$ cat config.mk
export PLATFORM = sky130hd
export DESIGN_NAME = sr_drive_ctrl
export DESIGN_NICKNAME = d
export VERILOG_FILES = /design/src/rtl/sr_drive_pkg.sv /design/src/rtl/sr_pulse_timer.sv /design/src/rtl/sr_drive_ctrl.sv
export SDC_FILE = /design/constraint.sdc
export NUM_CORES = 1
export LEC_CHECK = 0
export ABC_AREA = 1
export CORE_ASPECT_RATIO = 0.8
export CORE_MARGIN = 1.5
export CORE_UTILIZATION = 48
export CTS_BUF_LIST = sky130_fd_sc_hd__clkbuf_4 sky130_fd_sc_hd__clkbuf_8
export DETAILED_ROUTE_END_ITERATION = 7
export PLACE_DENSITY = 0.78
export SETUP_SLACK_MARGIN = 0.4
export SLEW_MARGIN = 20
export SYNTH_ARGS = -nofsm -noshare
export SYNTH_HDL_FRONTEND = slang
export SYNTH_SLANG_ARGS = --single-unit
$ cat constraint.sdc
create_clock -name clk -period 1.42 [get_ports clk]
set_input_delay 0.284 -clock clk [delete_from_list [all_inputs] [get_ports clk]]
set_output_delay 0.284 -clock clk [all_outputs]
set_load 0.01 [all_outputs]
$ cat src/rtl/sr_drive_pkg.sv
// Shared types for the SR flip-flop drive controller: FSM states and response codes.
package sr_drive_pkg;

  typedef enum logic [1:0] {
    ST_IDLE  = 2'd0,
    ST_PULSE = 2'd1,
    ST_WAIT  = 2'd2,
    ST_RESP  = 2'd3
  } state_t;

  typedef enum logic [1:0] {
    RSP_OK      = 2'd0,
    RSP_SKIP    = 2'd1,
    RSP_TIMEOUT = 2'd2,
    RSP_BADCH   = 2'd3
  } rsp_code_t;

endpackage

$ cat src/rtl/sr_pulse_timer.sv
// Loadable saturating down-counter; o_done flags the enabled cycle on which it reaches 0.
module sr_pulse_timer #(
  parameter int MAX = 2
) (
  input  logic clk,
  input  logic rst,
  input  logic i_load,
  input  logic i_en,
  output logic o_done
);

  localparam int W = (MAX < 1) ? 1 : $clog2(MAX + 1);

  logic [W-1:0] r_cnt;

  always_ff @(posedge clk or posedge rst) begin
    if (rst) begin
      r_cnt <= '0;
    end else if (i_load) begin
      r_cnt <= W'(MAX);
    end else if (i_en && (r_cnt != '0)) begin
      r_cnt <= r_cnt - 1'b1;
    end
  end

  // Done on the last counted cycle so a load of N spans exactly N enabled cycles.
  assign o_done = i_en && (r_cnt <= W'(1));

endmodule

$ cat src/rtl/sr_drive_ctrl.sv
// Drives S/R excitation for one channel per request, watches Q feedback, returns a coded response.
// Handshakes: a transfer happens on a rising clk edge where valid & ready are both high;
// rsp_valid is held with stable rsp_code/rsp_ch until that edge.
module sr_drive_ctrl
  import sr_drive_pkg::*;
#(
  parameter int CH          = 4,
  parameter int PULSE_CYC   = 2,
  parameter int TIMEOUT_CYC = 8,
  parameter int CHW         = (CH > 1) ? $clog2(CH) : 1
) (
  input  logic           clk,
  input  logic           rst,
  input  logic           req_valid,
  output logic           req_ready,
  input  logic [CHW-1:0] req_ch,
  input  logic           req_val,
  output logic [CH-1:0]  s_out,
  output logic [CH-1:0]  r_out,
  input  logic [CH-1:0]  q_fb,
  output logic           rsp_valid,
  input  logic           rsp_ready,
  output logic [1:0]     rsp_code,
  output logic [CHW-1:0] rsp_ch,
  output logic [1:0]     dbg_state
);

  state_t            r_state;
  state_t            w_next;
  rsp_code_t         r_code;
  rsp_code_t         w_code_next;
  logic [CHW-1:0]    r_ch;
  logic              r_val;
  logic [CH-1:0]     r_s;
  logic [CH-1:0]     r_r;

  logic              w_accept;
  logic              w_bad;
  logic [(1<<CHW)-1:0] w_fb_ext;
  logic              w_fb_req;
  logic              w_fb_act;
  logic              w_pulse_done;
  logic              w_to_done;
  logic [CHW-1:0]    w_ch_sel;
  logic              w_val_sel;
  logic [CH-1:0]     w_onehot;

  assign w_accept = req_valid && (r_state == ST_IDLE);
  assign w_bad    = ({1'b0, req_ch} >= (CHW+1)'(CH));

  // Zero-extended feedback so an out-of-range channel index never reads past the bus.
  always_comb begin
    w_fb_ext = '0;
    w_fb_ext[CH-1:0] = q_fb;
  end

  assign w_fb_req = w_fb_ext[req_ch];
  assign w_fb_act = w_fb_ext[r_ch];

  sr_pulse_timer #(.MAX(PULSE_CYC)) u_pulse_timer (
    .clk    (clk),
    .rst    (rst),
    .i_load (w_accept && !w_bad && (w_fb_req != req_val)),
    .i_en   (r_state == ST_PULSE),
    .o_done (w_pulse_done)
  );

  sr_pulse_timer #(.MAX(TIMEOUT_CYC)) u_timeout_timer (
    .clk    (clk),
    .rst    (rst),
    .i_load ((r_state == ST_PULSE) && w_pulse_done),
    .i_en   (r_state == ST_WAIT),
    .o_done (w_to_done)
  );

  always_ff @(posedge clk or posedge rst) begin
    if (rst) begin
      r_state <= ST_IDLE;
    end else begin
      r_state <= w_next;
    end
  end

  always_comb begin
    w_next      = r_state;
    w_code_next = r_code;
    case (r_state)
      ST_IDLE: begin
        if (w_accept) begin
          if (w_bad) begin
            w_next      = ST_RESP;
            w_code_next = RSP_BADCH;
          end else if (w_fb_req == req_val) begin
            w_next      = ST_RESP;
            w_code_next = RSP_SKIP;
          end else begin
            w_next = ST_PULSE;
          end
        end
      end
      ST_PULSE: begin
        if (w_pulse_done) w_next = ST_WAIT;
      end
      ST_WAIT: begin
        if (w_fb_act == r_val) begin
          w_next      = ST_RESP;
          w_code_next = RSP_OK;
        end else if (w_to_done) begin
          w_next      = ST_RESP;
          w_code_next = RSP_TIMEOUT;
        end
      end
      default: begin
        if (rsp_ready) w_next = ST_IDLE;
      end
    endcase
  end

  always_comb begin
    req_ready = (r_state == ST_IDLE);
    rsp_valid = (r_state == ST_RESP);
    rsp_code  = r_code;
    rsp_ch    = r_ch;
    s_out     = r_s;
    r_out     = r_r;
    dbg_state = r_state;
  end

  // Excitation is registered from next state so it is high exactly while the FSM is in PULSE.
  assign w_ch_sel  = w_accept ? req_ch  : r_ch;
  assign w_val_sel = w_accept ? req_val : r_val;
  assign w_onehot  = (w_next == ST_PULSE) ? (CH'(1) << w_ch_sel) : '0;

  always_ff @(posedge clk or posedge rst) begin
    if (rst) begin
      r_ch   <= '0;
      r_val  <= 1'b0;
      r_code <= RSP_OK;
      r_s    <= '0;
      r_r    <= '0;
    end else begin
      if (w_accept) begin
        r_ch  <= req_ch;
        r_val <= req_val;
      end
      r_code <= w_code_next;
      r_s    <= w_val_sel  ? w_onehot : '0;
      r_r    <= !w_val_sel ? w_onehot : '0;
    end
  end

endmodule

==> reports/qor.csv <==
metric,value,unit
Crit path top cell by count,nor2_2,
largest family of logic cells by synthesized area,simple AND/OR/NAND/NOR gates,
"Warnings, synthesis",0,
Tcrit/Tclk final,108.6,%
post-synthesis cell type count,24,
Synth Register Bits,21,
Synth Area in Compound Gates,9.613,%
Clock Sinks,21,
Max Clock Skew,0.007052,ns
die footprint,2661,um^2
Final nets,216,
failing checks,setup timing,
number of global-route vias before repair,1315,
CP Capture Type,flop,
vias per cell,5.875,
"Slowest-stage cell, CP",dfrtp_2,
Ports,27,
Sequential Area,528.0,um^2
Die W,57.30,um
Seq pwr share,20.6,%
Fmax,0.6487,GHz
status,"complete, but fails checks",
Crit Path Class,reg2reg,
CP max stage delay,0.45,ns
CORE AREA,2196,um^2
initial antenna violation count,0,
Design Power,4.622,mW
sw power,2.196,mW
Startpoint Class,flop,
number of flops mapped to enable cells by yosys,0,
clock group share of total power,7.0,%
Crit Reg-Reg Endpoint,s_out[3]$_DFF_PP0_,
Root Buffer,clkbuf_4,
Max-Cap Viols,0,
final setup margin,-0.1214,ns
sw frac,47.51,%
Routed WL,4571,um
CP arrival,1.82,ns
port bufs,26,
Final setup viols,19,
ANT nets after route,0,
Slew Limit Fails,0,
Int Pwr,2.426,mW
Slew @ Worst Pin,0.2778,ns
cell family with most CP delay,simple AND/OR/NAND/NOR gates,
post-synthesis mux area share,0.8840,%
largest net degree at the start of global routing,22,
wire per inst,20.41,um
layout cell share with drive strength beyond 1,61.31,%
"Clk Latency, worst-skew pair",0.33,ns
total gr overflow,0,
"Hold Vio Cnt, Final",0,
Final min period,1.541,ns
Initial Util,51.57,%
Post-Synth XOR/XNOR Area,0,%
power density cells,2306,nW/um^2
Antenna diodes,0,
gpl congestion,0.8566,
clock-pin slew on the worst setup and hold paths,0.13,ns
drt pass-1 iters,4,
Simple-Gate Fraction of Synth Area,30.28,%
CTS buffer count,3,
Post-synth top flop,dfrtp_1,
"Core Util, Final",91.28,%
CP max FO,6,
placement row count,15,
Worst EP required,1.70,ns
Residual DRC,0,
Avg Inst Size Synth,8.578,um^2
Via Count,1316,
sequence of cells on the critical path,buf_6 > nor2_4 > nand2_4 > o21ai_4 > inv_2 > nor2_2 > nand3_2 > nor2_2,
worst r2r path cells,8,
asr flop ratio synth,100.0,%
Pleak,1.007,nW
Synth Cell Area,1132,um^2
worst path buffer plus inverter count,2,
DR iter-0 viols,73,
Rel. slew slack,81.48,%
Longest Clk Path Bufs,2,
worst reg2reg startpoint,dbg_state[1]$_DFF_PP0_,
fraction of the mapped netlist area in adder cells,5.525,%
H-tree levels,1,
Worst R2R Setup Slack,-0.12,ns
VDD IR max,2.178,mV
RSZ-0062 raised after global routing,true,
area of the multi-input gates,748.2,um^2
Post-Syn Nets,148,
sequential cell area fraction in the yosys report,46.41,%
HPWL Detailed,2181,um
TritonCTS clock tree,done,
Synth Instances,132,
total track usage,30.49,%
Comb pwr share,72.4,%
Fillers,84,
first-pass GRT wire length,5851,um
worst hold path class,in2async,
Die Ht,46.44,um
Synth-to-Final Area Change,77.02,%
DP Worst Slack,-0.3594,ns
==> stage by stage <==
step	instances	setup TNS [ns]	hold WS, ns	area [um^2]
after global placement	200	-2.612	0.4577	1604
after global routing	224	-2.454	0.2795	2004
after CTS	219	-0.1970	0.2764	1823
final	224	-1.452	0.2609	2004
after detailed placement	200	-3.813	0.4810	1604
after floorplan	132	0	0.2604	1185
==> cell families after synthesis <==
group / after synthesis
adders and majority gates: 5
DFF: 21
AOI/OAI and AO/OA: 14
muxes: 1
and+or+nand+nor: 69
buffers and inverters: 22
==> flip-flops by register name, indices dropped and copies added (netlist names) <==
name,flops
r_val,1
u_pulse_timer.r_cnt,2
s_out,4
dbg_state,2
u_timeout_timer.r_cnt,4
r_out,4
rsp_code,2
rsp_ch,2
==> layer usage <==
layer	vias up	wire length (um)	GRT usage [%]
met5	-	0	0
met4	0	325	12.09
met3	32	283	8.989
met2	76	2256	58.16
met1	645	1706	32.39
li1	563	-	-
==> placed cells by master (no fill, tap or decap) <==
| cell | synthesis | final |
|---|---|---|
| a21o_1 | 1 | 1 |
| a21oi_1 | 1 | 1 |
| a31oi_4 | 0 | 1 |
| buf_12 | 0 | 1 |
| buf_2 | 0 | 10 |
| buf_4 | 0 | 22 |
| buf_6 | 0 | 20 |
| clkbuf_4 | 0 | 3 |
| clkdlybuf4s50_1 | 0 | 9 |
| clkinv_8 | 0 | 1 |
| clkinvlp_4 | 0 | 1 |
| dfrtp_1 | 21 | 19 |
| dfrtp_2 | 0 | 2 |
| dlygate4sd2_1 | 0 | 1 |
| ha_1 | 5 | 3 |
| ha_2 | 0 | 1 |
| ha_4 | 0 | 1 |
| inv_1 | 15 | 10 |
| inv_2 | 7 | 8 |
| inv_4 | 0 | 1 |
| inv_6 | 0 | 2 |
| mux2i_1 | 1 | 1 |
| nand2_1 | 27 | 13 |
| nand2_2 | 3 | 9 |
| nand2_4 | 1 | 8 |
| nand2_8 | 0 | 1 |
| nand3_1 | 14 | 6 |
| nand3_2 | 4 | 10 |
| nand3_4 | 0 | 2 |
| nand3b_1 | 2 | 2 |
| nor2_1 | 12 | 6 |
| nor2_2 | 4 | 8 |
| nor2_4 | 1 | 3 |
| nor3_1 | 1 | 1 |
| o211ai_1 | 2 | 2 |
| o21ai_1 | 3 | 2 |
| o21ai_2 | 3 | 2 |
| o21ai_4 | 1 | 4 |
| o22ai_2 | 0 | 1 |
==> worst min-delay path, delay by kind of cell <==
kind,cells,cell delay (ns)
buffers and inverters,3,0.72
==> power by group through the flow <==
stage                     clock network [mW]  registers [mW]  logic, mW
final                                  0.325           0.951       3.35
after detailed placement                   0           0.991       1.99
after global routing                   0.354           0.962       3.50
after floorplan                            0            1.02       1.14
after global placement                     0           0.981       1.90
after CTS                              0.318           0.925       2.65
==> cells in the mapped netlist, types with 3 or more instances <==
| library cell | number | share of area [%] |
|---|---|---|
| nand2_1 | 27 | 9.0 |
| dfrtp_1 | 21 | 46 |
| inv_1 | 15 | 5.0 |
| nand3_1 | 14 | 6.2 |
| nor2_1 | 12 | 4.0 |
| inv_2 | 7 | 2.3 |
| ha_1 | 5 | 5.5 |
| nand3_2 | 4 | 3.5 |
| nor2_2 | 4 | 2.2 |
| nand2_2 | 3 | 1.7 |
| o21ai_1 | 3 | 1.3 |
| o21ai_2 | 3 | 2.3 |
==> what timing repair did <==
item / CTS / global route
hold buffers: 0 / 0
resized for setup: 108 / 31
pin swaps: 12 / 18
endpoints found under the setup margin: 37 / 37
buffers inserted: 15 / 5
==> final cells by class <==
type,instances,area share [%]
well taps,25,1.561
inverters,22,5.368
multi-input cells,89,37.33
clock inverters,1,0.3745
clock buffers,3,1.124
repair buffers,63,27.90
flip-flops and latches,21,26.34
==> worst max path at each step <==
stage / startpoint / endpoint / slack (ns) / cells past startpoint
final: dbg_state[1]$_DFF_PP0_ / s_out[3]$_DFF_PP0_ / -0.12 / 8
after global routing: dbg_state[1]$_DFF_PP0_ / s_out[3]$_DFF_PP0_ / -0.19 / 8
after CTS: dbg_state[1]$_DFF_PP0_ / s_out[3]$_DFF_PP0_ / -0.05 / 8
after detailed placement: req_ch[0] / s_out[3]$_DFF_PP0_ / -0.36 / 11
after global placement: req_ch[0] / r_out[3]$_DFF_PP0_ / -0.26 / 11
after floorplan: dbg_state[1]$_DFF_PP0_ / r_out[2]$_DFF_PP0_ / 0.12 / 7
No activity file was read; power rests on OpenSTA's default activity.
